<file path="src/rtl/ser_word_rx.sv">
// ser_word_rx: serial-to-parallel word receiver.
//
// Bits arrive one per ser_valid strobe and are assembled into a WIDTH-bit
// word. Each completed word goes into a one-word holding register (dout)
// that is drained with a valid/ready handshake. If a word completes while
// the holding register is full and not being drained, that word is dropped
// and the sticky overflow flag is set.
//
// Ports:
//   clk        - single clock, rising edge
//   clear      - synchronous active-high reset, overrides everything
//   ser_in     - serial data bit
//   ser_valid  - ser_in is sampled on this edge
//   sync       - frame realign, discards any partial word
//   ovf_clr    - clears the sticky overflow flag (a same-edge set wins)
//   out_ready  - consumer accepts dout on this edge
//   dout       - last completed word (holding register)
//   out_valid  - dout holds an unconsumed word
//   overflow   - sticky, a completed word was dropped
//   bit_cnt    - number of bits of the current partial word
//   busy       - a partial word is in progress (bit_cnt != 0)
//
// State | meaning
// IDLE  | bit_cnt = 0, no partial word
// RECV  | bit_cnt = 1..WIDTH-1, partial word in sreg_q
module ser_word_rx #(
  parameter int WIDTH     = 4,
  parameter bit MSB_FIRST = 1'b1,
  localparam int CW       = $clog2(WIDTH) + 1
) (
  input  logic             clk,
  input  logic             clear,
  input  logic             ser_in,
  input  logic             ser_valid,
  input  logic             sync,
  input  logic             ovf_clr,
  input  logic             out_ready,
  output logic [WIDTH-1:0] dout,
  output logic             out_valid,
  output logic             overflow,
  output logic [CW-1:0]    bit_cnt,
  output logic             busy
);

  typedef enum logic {IDLE = 1'b0, RECV = 1'b1} state_t;

  state_t           state_q, state_d;
  logic [WIDTH-1:0] sreg_q, sreg_d;
  logic [CW-1:0]    cnt_q, cnt_d, cnt_eff;
  logic [WIDTH-1:0] dout_q, dout_d;
  logic             valid_q, valid_d;
  logic             ovf_q, ovf_d;
  logic             complete, load, drop;

  always_comb begin
    // sync realigns before the incoming bit is considered, so a bit on the
    // same edge becomes bit 0 of a fresh word.
    cnt_eff  = sync ? '0 : cnt_q;
    sreg_d   = sreg_q;
    cnt_d    = cnt_eff;
    complete = 1'b0;

    if (ser_valid) begin
      if (MSB_FIRST) sreg_d = {sreg_q[WIDTH-2:0], ser_in};
      else           sreg_d = {ser_in, sreg_q[WIDTH-1:1]};
      if (cnt_eff == CW'(WIDTH - 1)) begin
        complete = 1'b1;
        cnt_d    = '0;
      end else begin
        cnt_d = cnt_eff + 1'b1;
      end
    end

    // A word may be loaded into a full buffer only if that buffer is being
    // drained on the same edge.
    load = complete && (!valid_q || out_ready);
    drop = complete && !load;

    dout_d = load ? sreg_d : dout_q;
    if (load)                       valid_d = 1'b1;
    else if (valid_q && out_ready)  valid_d = 1'b0;
    else                            valid_d = valid_q;

    if (drop)         ovf_d = 1'b1;
    else if (ovf_clr) ovf_d = 1'b0;
    else              ovf_d = ovf_q;

    state_d = (cnt_d == '0) ? IDLE : RECV;
  end

  always_ff @(posedge clk) begin
    if (clear) begin
      state_q <= IDLE;
      sreg_q  <= '0;
      cnt_q   <= '0;
      dout_q  <= '0;
      valid_q <= 1'b0;
      ovf_q   <= 1'b0;
    end else begin
      state_q <= state_d;
      sreg_q  <= sreg_d;
      cnt_q   <= cnt_d;
      dout_q  <= dout_d;
      valid_q <= valid_d;
      ovf_q   <= ovf_d;
    end
  end

  assign dout      = dout_q;
  assign out_valid = valid_q;
  assign overflow  = ovf_q;
  assign bit_cnt   = cnt_q;
  assign busy      = (state_q == RECV);

endmodule

</file>
<file path="config.mk">
export PLATFORM = sky130hd
export DESIGN_NAME = ser_word_rx
export DESIGN_NICKNAME = d
export VERILOG_FILES = /design/src/rtl/ser_word_rx.sv
export SDC_FILE = /design/constraint.sdc
export NUM_CORES = 1
export LEC_CHECK = 0
export CORE_UTILIZATION = 44
export DETAILED_ROUTE_END_ITERATION = 7
export HOLD_SLACK_MARGIN = 0.02
export PLACE_DENSITY = 0.74
export SETUP_SLACK_MARGIN = 0.5
export SLEW_MARGIN = 10
export SYNTH_ARGS = -nofsm -noshare
export SYNTH_HDL_FRONTEND = slang
export SYNTH_SLANG_ARGS = --single-unit
</file>
<file path="constraint.sdc">
create_clock -name clk -period 2.07 [get_ports clk]
set_clock_uncertainty 0.05 [all_clocks]
set_input_delay 0.621 -clock clk [delete_from_list [all_inputs] [get_ports clk]]
set_output_delay 0.621 -clock clk [all_outputs]
set_load 0.01 [all_outputs]
</file>
Word-level counts from Yosys, hierarchy flattened
Cells that the tools add are included.
{ "op_classes": {"reduce_logical": 9, "n_eq_ne": 1, "muxes": 11, "addsub": 1} }
{ "op_table": {"columns": ["operator", "n"], "rows": [
  ["3-bit 2-to-1 mux", 3],
  ["1-bit 2-to-1 mux", 7],
  ["4-bit 2-to-1 mux", 1],
  ["2-bit nonzero test", 2],
  ["3-bit by 1-bit adder with 3-bit output, second input constant", 1],
  ["3-bit by 2-bit equality test with 1-bit output, second input constant", 1],
  ["1-bit logical AND", 3],
  ["3-bit logical NOT", 1],
  ["1-bit logical NOT", 2],
  ["1-bit logical OR", 1]
]} }
{ "word_totals": {"in_bits": 7, "ff_bits": 14, "elab_cells": 28} }

Longest topological paths before layout
{ "depth": {"ltp_word": 8, "mapped_depth": 5} }

Worst setup path after synthesis
No wires, ideal clock.
{ "synth_path": {"path_kind": "input -> register", "startpoint": "input sync", "endpoint": "register dout_q[0], in the netlist dout[0]", "n_path_buf": 0, "stages": 4, "arrival_ns": 1.653, "setup_slack_ns": 0.246, "setup_ns": 0.121, "cell_sequence": "nor2b_1 -> ha_1 -> and4b_4 -> mux2_4"} }
{ "synth_via": {"elab_chain_cells": 5} }
{ "synth_rtl": {"columns": ["item", "line", "source"], "rows": [
  ["start, declared", "35", "input logic sync,"],
  ["3-bit 2-to-1 mux", "58", "cnt_eff = sync ? '0 : cnt_q;"],
  ["3-bit by 2-bit equality test with 1-bit output", "66", "if (cnt_eff == CW'(WIDTH - 1)) begin"],
  ["1-bit 2-to-1 mux", "66", null],
  ["1-bit 2-to-1 mux", "63", "if (ser_valid) begin"],
  ["1-bit logical AND", "76", "load = complete && (!valid_q || out_ready);"],
  ["end signal, assigned", "103", "dout_q <= dout_d;"],
  ["end, declared", "50", "logic [WIDTH-1:0] dout_q, dout_d;"]
]} }
Every way passes these cells.
A chain may end at the register's enable or synchronous reset.

Worst setup path in the final report
{ "layout_path": {"startpoint": "input sync", "endpoint": "register dout_q[3], in the netlist dout[3]"} }
Same word-level chain as after synthesis.

==> flow_summary.json <==
{
  "slew-limit-headroom": 0.809,
  "cts_root_buf": "sky130_fd_sc_hd__clkbuf_4",
  "critPathRequiredTime_ns": 2.19,
  "final.setup.tns_ns": 0,
  "postSynthCellCount": 54,
  "areaGrowthSynthToFinish_pct": 40.9,
  "ios": 17,
  "worstPathArrival_ns": 1.67,
  "synth.top_cell.area_share": 0.460,
  "dp.final_hpwl_um": 874,
  "worst_setup_path_end_kind": "flop",
  "drv_cap": 0,
  "clock_path_buffers": 2,
  "ys_types": 23,
  "post_dp_cell_area_um2": 837,
  "clkSlewWorstSetupHoldPaths_ns": 0.08,
  "groute.usage.overall": 0.187,
  "core_area_mm2": 0.00130,
  "worst-path-max-fanout": 4,
  "placed_cells": 90,
  "drtAntennaViolNets": 0,
  "io_buffers": 16,
  "postCtsHoldBufs": 0,
  "cts_tree": "done",
  "rsz0062_at_grt": "false",
  "post-synth-top-area-cell": "sky130_fd_sc_hd__dfxtp_1",
  "min_from": "overflow",
  "syn_nets": 62,
  "beginning_of_the_critical_path": "sync",
  "num_antenna_cells": 0,
  "fin_crit_ns": 1.56,
  "worst_r2r_startpoint": "bit_cnt[0]",
  "synth-main-ff-cell": "sky130_fd_sc_hd__dfxtp_1",
  "timing.setup.critical_path_class": "in -> reg",
  "synth_sequential_area_ratio": 0.460,
  "synth_seq_cells": 14,
  "power_density_over_the_cells_mw_per_mm2": 607,
  "synth-edff-count": 0,
  "status": "finished clean",
  "place.gp.congestion": 0.718,
  "number_of_antenna_violations_at_the_first_check_in_global_routing": 0,
  "ir_worst_vdd_mv": 0.385,
  "timing_worst_slew_pin_value_ns": 0.285,
  "design.die.area_mm2": 0.00154,
  "finalNetCount": 88,
  "netlist_area_um2": 609,
  "post_layout_nonfiller_instances": 94,
  "die-width_um": 39.2,
  "async_reset_ff_frac": 0,
  "number_of_buffers_inserted_by_post_cts_setup_repair": 0,
  "wl_um": 1140,
  "synth_area_leaders": "sky130_fd_sc_hd__dfxtp_1, sky130_fd_sc_hd__mux2_4, sky130_fd_sc_hd__mux2i_1",
  "dp_slack_ns": -0.188,
  "grt_max_degree": 9,
  "synth.avg_cell_area_um2": 11.3,
  "total_leakage_power_nw": 0.378,
  "routed-via-count": 465,
  "drt_first_pass_iters": 2,
  "first_global_vias": 435,
  "worst_setup_path_start_kind": "input pin",
  "fmax_mhz": 641,
  "overflow": 0,
  "drc": 0,
  "clkLatencyLatePin_ns": 0.27,
  "fillerInstances": 115,
  "post-route-cell-area_um2": 858,
  "setup_viol_count_final": 0,
  "tritoncts.num_buffers": 3,
  "grt_first_pass_wirelength_um": 1810,
  "hold_path.class": "reg -> reg",
  "floorplan.die.height_um": 39.2,
  "initial_core_util": 0.468,
  "final.setup.worst_slack_ns": 0.511,
  "final_layout_size_suffix_gt1_frac": 0.405,
  "placement_rows": 13,
  "p_total_mw": 0.521,
  "yosysWarnings": 0,
  "post_drt_via_cell_ratio": 4.95,
  "avgRoutedWirePerCell_um": 12.1,
  "final_max_slew_viol_count": 0,
  "cts_num_sinks": 14,
  "initialDrtViolationCount": 1,
  "ctsHtreeMaxLevel": 1,
  "hold_viol": 0,
  "min_period_over_period": 0.753
}
-- critical path: stages --
cell,delay (ns)
sky130_fd_sc_hd__buf_6,0.10
sky130_fd_sc_hd__and2b_2,0.23
sky130_fd_sc_hd__ha_4,0.13
sky130_fd_sc_hd__and4b_4,0.28
sky130_fd_sc_hd__mux2_4,0.31
-- flip-flops by register name (all words and copies together) (netlist names) --
register and flops:
dout 4, sreg_q 4, overflow 1, busy 1
bit_cnt 3, out_valid 1
-- cell usage in the layout, fill, tap and decap left out, drive strengths merged, types with 2 or more instances in the layout --
cell type       n
clkdlybuf4s15   3
a21oi           2
dlygate4sd2     4
clkbuf          9
a311oi          2
nor2b           6
nor2            6
mux2            4
buf             8
mux2i           5
nand2b          2
clkdlybuf4s50   3
dfxtp          14
-- routing by layer --
layer	GRT usage	part of all wire	routed length [um]
met1	0.193	0.42	483
met2	0.333	0.52	589
met3	0.0347	0.044	50
met4	0.129	0.014	16
met5	0	0	0
-- metrics by stage --
stage               hold WS, ns   util
global route              0.462  0.660
floorplan                 0.418      -
CTS                       0.424  0.665
detailed placement        0.413  0.643
global placement          0.413  0.643
finish                    0.422  0.660
-- kinds of logic (layout without fill, tap and decap cells) --
| family | after synthesis | in the layout | synth area share |
|---|---|---|---|
| AND/OR/NAND/NOR | 18 | 18 | 0.195 |
| buffers and inverters | 3 | 28 | 0.0370 |
| multiplexers | 9 | 9 | 0.181 |
| flip-flops | 14 | 14 | 0.460 |
| adder cells (fa/ha/maj) | 1 | 1 | 0.0205 |
| AO/OA/AOI/OAI | 8 | 8 | 0.0924 |
| XOR/XNOR | 1 | 1 | 0.0144 |
-- layout make-up --
type	instances	area [um2]	area share
Inverter	1	3.75	0.00437
Multi-Input combinational cell	37	332	0.386
Sequential cell	14	284	0.331
Tap cell	15	18.8	0.0219
Timing Repair Buffer	23	184	0.214
Clock buffer	4	36.3	0.0423
-- worst paths after layout --
kind,to,slack [ns],cells after the start
setup / recovery,dout[3],0.51,5
hold reg to reg,overflow,0.42,2
setup reg to reg,dout[3],0.59,4
hold / removal,overflow,0.42,2
-- power by group --
group	internal (mW)	leakage, nW	switching, mW
Clock	0.107	0.0210	0.0825
Sequential	0.274	0.114	0.00276
Combinational	0.0310	0.242	0.0242
-- Yosys cell counts (all sizes together) (2+ instances only) --
cell,number
nand2b,2
buf,2
dfxtp,14
a311oi,2
mux2,4
a21oi,2
mux2i,5
nor2b,6
nor2,6
-- what timing repair did --
item / in CTS / in global routing
resized for setup: 21 / 15
endpoints found under the hold margin: 0 / 0
pin swaps: 2 / 2
gates cloned: 0 / 0
endpoints found under the setup margin: 19 / 12
(Power assumes the default switching activity.)
